--- src/rtl/switch_debouncer.sv ---
// Switch debouncer: synchroniser plus stability-qualified level FSM for a bouncing input.
// Optional RISE/FALL edge strobes are built only when DEBOUNCE_EDGE_DETECT_EN is defined.
module switch_debouncer #(
  parameter int unsigned CNT_MAX     = 4,
  parameter int unsigned SYNC_STAGES = 2
) (
  input  logic CLK,
  input  logic RST_N,
  input  logic A,
  output logic Q,
  output logic RISE,
  output logic FALL,
  output logic BUSY
);

  localparam int unsigned CntW = $clog2(CNT_MAX + 1);

  localparam logic [1:0] S_LOW     = 2'd0;
  localparam logic [1:0] S_RISING  = 2'd1;
  localparam logic [1:0] S_HIGH    = 2'd2;
  localparam logic [1:0] S_FALLING = 2'd3;

  // The entry sample already counts as the first stable one.
  localparam logic [CntW-1:0] CntLast = CntW'(CNT_MAX - 1);
  localparam logic [CntW-1:0] CntSat  = CntW'(CNT_MAX);
  localparam logic [CntW-1:0] CntOne  = CntW'(1);

  logic [SYNC_STAGES-1:0] sync_q;
  logic                   s;
  logic [1:0]             state_q, state_d;
  logic [CntW-1:0]        cnt_q, cnt_d;
  logic                   q_q, q_d;
  logic                   busy_q, busy_d;

  assign s = sync_q[SYNC_STAGES-1];

  always_ff @(posedge CLK) begin
    if (!RST_N) begin
      sync_q <= '0;
    end else begin
      sync_q <= {sync_q[SYNC_STAGES-2:0], A};
    end
  end

  always_comb begin
    state_d = state_q;
    cnt_d   = cnt_q;
    q_d     = q_q;
    case (state_q)
      S_LOW: begin
        if (s) begin
          state_d = S_RISING;
          cnt_d   = CntOne;
        end
      end
      S_RISING: begin
        if (!s) begin
          state_d = S_LOW;
          cnt_d   = '0;
        end else if (cnt_q >= CntLast) begin
          state_d = S_HIGH;
          cnt_d   = '0;
          q_d     = 1'b1;
        end else if (cnt_q < CntSat) begin
          cnt_d = cnt_q + CntOne;
        end
      end
      S_HIGH: begin
        if (!s) begin
          state_d = S_FALLING;
          cnt_d   = CntOne;
        end
      end
      S_FALLING: begin
        if (s) begin
          state_d = S_HIGH;
          cnt_d   = '0;
        end else if (cnt_q >= CntLast) begin
          state_d = S_LOW;
          cnt_d   = '0;
          q_d     = 1'b0;
        end else if (cnt_q < CntSat) begin
          cnt_d = cnt_q + CntOne;
        end
      end
      default: begin
        state_d = S_LOW;
        cnt_d   = '0;
        q_d     = 1'b0;
      end
    endcase
    busy_d = (state_d == S_RISING) || (state_d == S_FALLING);
  end

  always_ff @(posedge CLK) begin
    if (!RST_N) begin
      state_q <= S_LOW;
      cnt_q   <= '0;
      q_q     <= 1'b0;
      busy_q  <= 1'b0;
    end else begin
      state_q <= state_d;
      cnt_q   <= cnt_d;
      q_q     <= q_d;
      busy_q  <= busy_d;
    end
  end

  assign Q    = q_q;
  assign BUSY = busy_q;

`ifdef DEBOUNCE_EDGE_DETECT_EN
  logic rise_q, fall_q;

  // Reset forces Q low silently, so strobes come only from qualified changes.
  always_ff @(posedge CLK) begin
    if (!RST_N) begin
      rise_q <= 1'b0;
      fall_q <= 1'b0;
    end else begin
      rise_q <= q_d & ~q_q;
      fall_q <= ~q_d & q_q;
    end
  end

  assign RISE = rise_q;
  assign FALL = fall_q;
`else
  assign RISE = 1'b0;
  assign FALL = 1'b0;
`endif

endmodule

--- config.mk ---
export PLATFORM = sky130hd
export DESIGN_NAME = switch_debouncer
export DESIGN_NICKNAME = d
export VERILOG_FILES = /design/src/rtl/switch_debouncer.sv
export SDC_FILE = /design/constraint.sdc
export NUM_CORES = 1
export LEC_CHECK = 0
export BUFFER_PORTS_ARGS = -buffer_cell sky130_fd_sc_hd__buf_2
export CAP_MARGIN = 20
export CORE_AREA = 3 3 40 42
export DETAILED_ROUTE_END_ITERATION = 6
export DIE_AREA = 0 0 43 45
export MAX_ROUTING_LAYER = met4
export SLEW_MARGIN = 20
export SYNTH_ARGS = -nofsm -noshare
export SYNTH_HDL_FRONTEND = slang
export SYNTH_SLANG_ARGS = --single-unit
--- constraint.sdc ---
create_clock -name CLK -period 1.2 [get_ports CLK]
set_input_delay 0.06 -clock CLK [delete_from_list [all_inputs] [get_ports CLK]]
set_output_delay 0.06 -clock CLK [all_outputs]
set_load 0.01 [all_outputs]
After elaboration in Yosys (flattened, before gate mapping):

Cells that the tools add are included.

* equal/unequal tests: 11
* add/sub/neg operators: 1
* muxes and demuxes: 19
* reduce and logical (&&, ||, !) cells: 5
* magnitude comparators: 2

Operators with widths (number)
* $mux W3: 6
* $mux W2: 6
* $ne A2 B2 Y1 const B: 6
* $pmux W3 S4: 1
* $pmux W2 S4: 1
* $eq A2 B2 Y1 const B: 3
* $reduce_and A5 Y1: 1
* $eq A2 B1 Y1 const B: 2
* $mux W1: 4
* $add A3 B1 Y3 const B: 1
* $ge A3 B2 Y1 const B: 1
* $lt A3 B3 Y1 const B: 1
* $logic_not A2 Y1: 1
* $pmux W1 S2: 1
* $reduce_and A2 Y1: 1
* $reduce_bool A2 Y1: 1
* $logic_or A1 B1 Y1: 1

* bits of input ports: 3
* bits in registers: 9

Longest topological paths before layout:

* word-level depth: 6
* depth in mapped cells: 4

Worst setup path after synthesis:

No wires, ideal clock.

* kind: flip-flop to flip-flop
* start point: register cnt_q[0]
* end point: register state_q[1]
* arrival time: 0.963 ns
* clock period less this slack: 1.085 ns
* buffers on the path: 0
* setup time: 0.122 ns
* path slack: 0.115 ns
* stages on the path, launching flop included: 5
* path through: dfxtp_1 -> ha_1 -> a211oi_2 -> nor2_1 -> mux2i_1

* word-level cells in the longest chain between the ends: 4
* elaborated cells between the ends (all ways): 6

Ends and longest elaborated chain
* start, declared: RTL line 31 `logic [CntW-1:0] cnt_q, cnt_d;`
* start signal, assigned: RTL line 103 `cnt_q <= cnt_d;`
* $ge A3 B2 Y1 (*): RTL line 60, 78
* $mux W2, on equally long branches: RTL line 78, 60
* $mux W2, on equally long branches: RTL line 75, 57
* $pmux W2 S4 (*): RTL line 49 `case (state_q)`
* end signal, assigned: RTL line 102 `state_q <= state_d;`
* end, declared: RTL line 30 `logic [1:0] state_q, state_d;`

Mark *: on every way between the ends. The rest lies on a longest branch, timed or not.
A chain may end at the register's enable or synchronous reset.

Worst setup path in the final report:

* start point: register cnt_q[0]
* end point: register q_q, in the netlist Q

* word-level cells in the longest chain between the ends: 3
* elaborated cells between the ends (all ways): 4

Ends and longest elaborated chain
* $ge A3 B2 Y1 (*): RTL line 60, 78
* $ne A2 B2 Y1 (no source line)
* $reduce_and A5 Y1 (no source line) (*)
* end signal, assigned: RTL line 104 `q_q <= q_d;`
* end, declared: RTL line 32 `logic q_q, q_d;`

Marked as above.

==> qor.csv <==
metric,value,unit
post-CTS sizing,0,
Post-CTS Repair Setup Buffers,0,
vias per cell,4.590,
htree depth,1,
Hold Fails Final Rpt,0,
Starting Density,27.07,%
Yosys reg bits,8,
Port Buf Inserts,4,
final hold slack,0.01417,ns
I/O Pins,7,
RSZ-0062 raised after global routing,no,
Compound-Gate Fraction of Synth Area,14.03,%
"Arr. time, crit path",1.29,ns
final setup fails,0,
Worst Hold Path EP,sync_q[0],
Core Area,1285,um^2
largest net degree at the start of global routing,13,
post-synthesis mux area share,2.878,%
post-layout min period,1.128,ns
worst-path cell chain,"ha_1, a211oi_2, buf_4, nand3_1, o211ai_1",
DR WL/cell,9.738,um
ANT nets after route,0,
Crit Path Class,flip-flop to flip-flop,
drt drc,0,
RePlAce Congestion,0.7612,
share of layout cells above drive strength 1,30.43,%
CP endpoint kind,flip-flop,
ant diodes,0,
root buffer cell,clkbuf_4,
register clock-pin slew on the reported worst setup and hold paths,0.05,ns
GRT Util Overall,7.825,%
met3 Use GR,3.586,%
number of max-cap violations,0,
Vias,280,
synth unique cells,19,
Synth Area in Simple Gates,19.78,%
worst hold stages,2,
Worst VDD drop,0.0006109,V
row count,13,
"Most Used Layer, Global Route",met2,
Detailed Place HPWL,443.9,um
initial drt markers,6,
total of fill cells in the finished design,141,
drt pass-1 iters,3,
Die X,43,um
Setup TNS,0,ns
status,finished clean,
Total Wirelength,594,um
Synth Area per Inst,9.401,um^2
synthesized instance count,37,
FF-to-FF path depth,5,
hold path start,A,
Die ar.,1935,um^2
worst path required time,1.37,ns
fin crit share,94.00,%
CTS tree,done,
chip height,45,um
vias in the first global route,230,
Max Fclk,886.5,MHz
Num CTS Buffers,3,
xor and xnor area share after synthesis,4.676,%
Adder-Cell Fraction of Synth Area,3.597,%
Clock Tree Buf Depth,2,
Leakage,0.1753,nW
cts hold-fix bufs,0,
Hold Path Class,input pin to flip-flop,
sequential fraction of the synthesis area,46.04,%
clock sinks,8,
Syn-to-layout area delta,21.58,%
antenna violations before repair,0,
grt met2 use,9.880,%
met1 Use GR,8.252,%
Critical R2R Launch,cnt_q[0],
pwr dens,1198,nW/um^2
mapped cell area,347.8,um^2
slowest CP cell,dfxtp_1,
Worst setup SP type,flip-flop,
"Clk Latency, worst-skew pair",0.25,ns
Max stage delay on crit path,0.31,ns
clk_skew,0.0001538,ns
register-to-register setup slack,0.07,ns
global route overflow,0,
final net count,52,
largest family of logic cells by synthesized area,simple AND/OR/NAND/NOR gates,
first-pass GRT wire length,972,um
Crit Reg-Reg Endpoint,Q,
"Slew Viols, Final",0,
Syn. warnings,0,
crit path max fanout,3,
[metal layers]
metal  vias up  share of wire, %
met5         -                 0
met4         0               1.9
met3         2               3.9
met2         4                47
met1       129                47
li1        145                 -
[kinds of logic after synthesis]
logic type | Yosys count
simple gates | 15
flops | 8
compound gates | 5
buf+inv | 5
fa+ha+maj | 1
other cells | 1
xor+xnor | 1
mux | 1
[area by class of cell]
type / count / area [um^2] / share of cell area (%)
clock buffers: 3 / 22.52 / 5.325
flip-flops and latches: 8 / 160.2 / 37.87
multi-input cells: 25 / 163.9 / 38.76
inverters: 2 / 7.507 / 1.775
repair buffers: 8 / 50.05 / 11.83
well taps: 15 / 18.77 / 4.438
[cells in the final DEF, fill, tap and decap left out]
cell type / Yosys / routed
a211oi_2: 1 / 1
and2_1: 2 / 2
buf_2: 1 / 4
buf_4: 2 / 4
clkbuf_4: 0 / 3
conb_1: 1 / 2
dfxtp_1: 8 / 8
ha_1: 1 / 1
inv_1: 2 / 2
mux2i_1: 1 / 1
nand2_1: 6 / 6
nand3_1: 2 / 2
nand4_1: 1 / 1
nor2_1: 2 / 2
nor3_1: 2 / 2
o211ai_1: 1 / 1
o221a_2: 1 / 1
o311ai_0: 1 / 1
o32ai_1: 1 / 1
xor2_2: 1 / 1
[stage by stage]
| step | instance area (um^2) | setup slack [ns] | std cells | util (%) | total power, mW |
|---|---|---|---|---|---|
| after CTS | 422.9 | 0.05759 | 61 | 32.91 | 0.5167 |
| after global placement | 400.4 | 0.08792 | 58 | 31.16 | 0.3102 |
| after floorplan | 351.6 | 0.1150 | 38 | - | 0.3044 |
| final | 422.9 | 0.07197 | 61 | 32.91 | 0.5068 |
| after detailed placement | 400.4 | 0.07801 | 58 | 31.16 | 0.3106 |
| after global routing | 422.9 | 0.01966 | 61 | 32.91 | 0.5367 |
[worst max-delay path by stage]
| stage | startpoint | to | slack (ns) | cells past startpoint |
|---|---|---|---|---|
| final | cnt_q[0] | Q | 0.07 | 5 |
| after global routing | cnt_q[0] | Q | 0.02 | 5 |
| after CTS | cnt_q[0] | Q | 0.06 | 5 |
| after floorplan | cnt_q[0] | state_q[1] | 0.11 | 4 |
| after global placement | cnt_q[0] | Q | 0.09 | 5 |
| after detailed placement | cnt_q[0] | Q | 0.08 | 5 |
[report_power, final]
part | switching [mW] | internal (mW) | total (mW)
Sequential | 0.00354 | 0.272 | 0.275
Combinational | 0.0167 | 0.0126 | 0.0292
Clock | 0.0880 | 0.114 | 0.202
[critical path, delay by kind of cell, from the launching register on]
family                     cells  cell delay (ns)
and+or+nand+nor                1             0.07
adders and majority gates      1             0.23
buffers and inverters          1             0.15
AOI/OAI and AO/OA              2             0.29
DFF                            1             0.31
[sequential cells by signal, indices dropped and copies added, names as in the netlist]
signal,count
sync_q,2
cnt_q,3
BUSY,1
Q,1
state_q,1
[cell usage after synthesis]
master | instances | area, um^2
nand3_1 | 2 | 10.01
nand2_1 | 6 | 22.52
o221a_2 | 1 | 11.26
conb_1 | 1 | 3.750
buf_2 | 1 | 5.000
xor2_2 | 1 | 16.27
inv_1 | 2 | 7.510
o311ai_0 | 1 | 8.760
buf_4 | 2 | 15.01
o211ai_1 | 1 | 7.510
a211oi_2 | 1 | 12.51
mux2i_1 | 1 | 10.01
nand4_1 | 1 | 6.260
dfxtp_1 | 8 | 160.2
and2_1 | 2 | 12.51
nor3_1 | 2 | 10.01
nor2_1 | 2 | 7.510
o32ai_1 | 1 | 8.760
ha_1 | 1 | 12.51
Power figures use the tool's default switching activity.
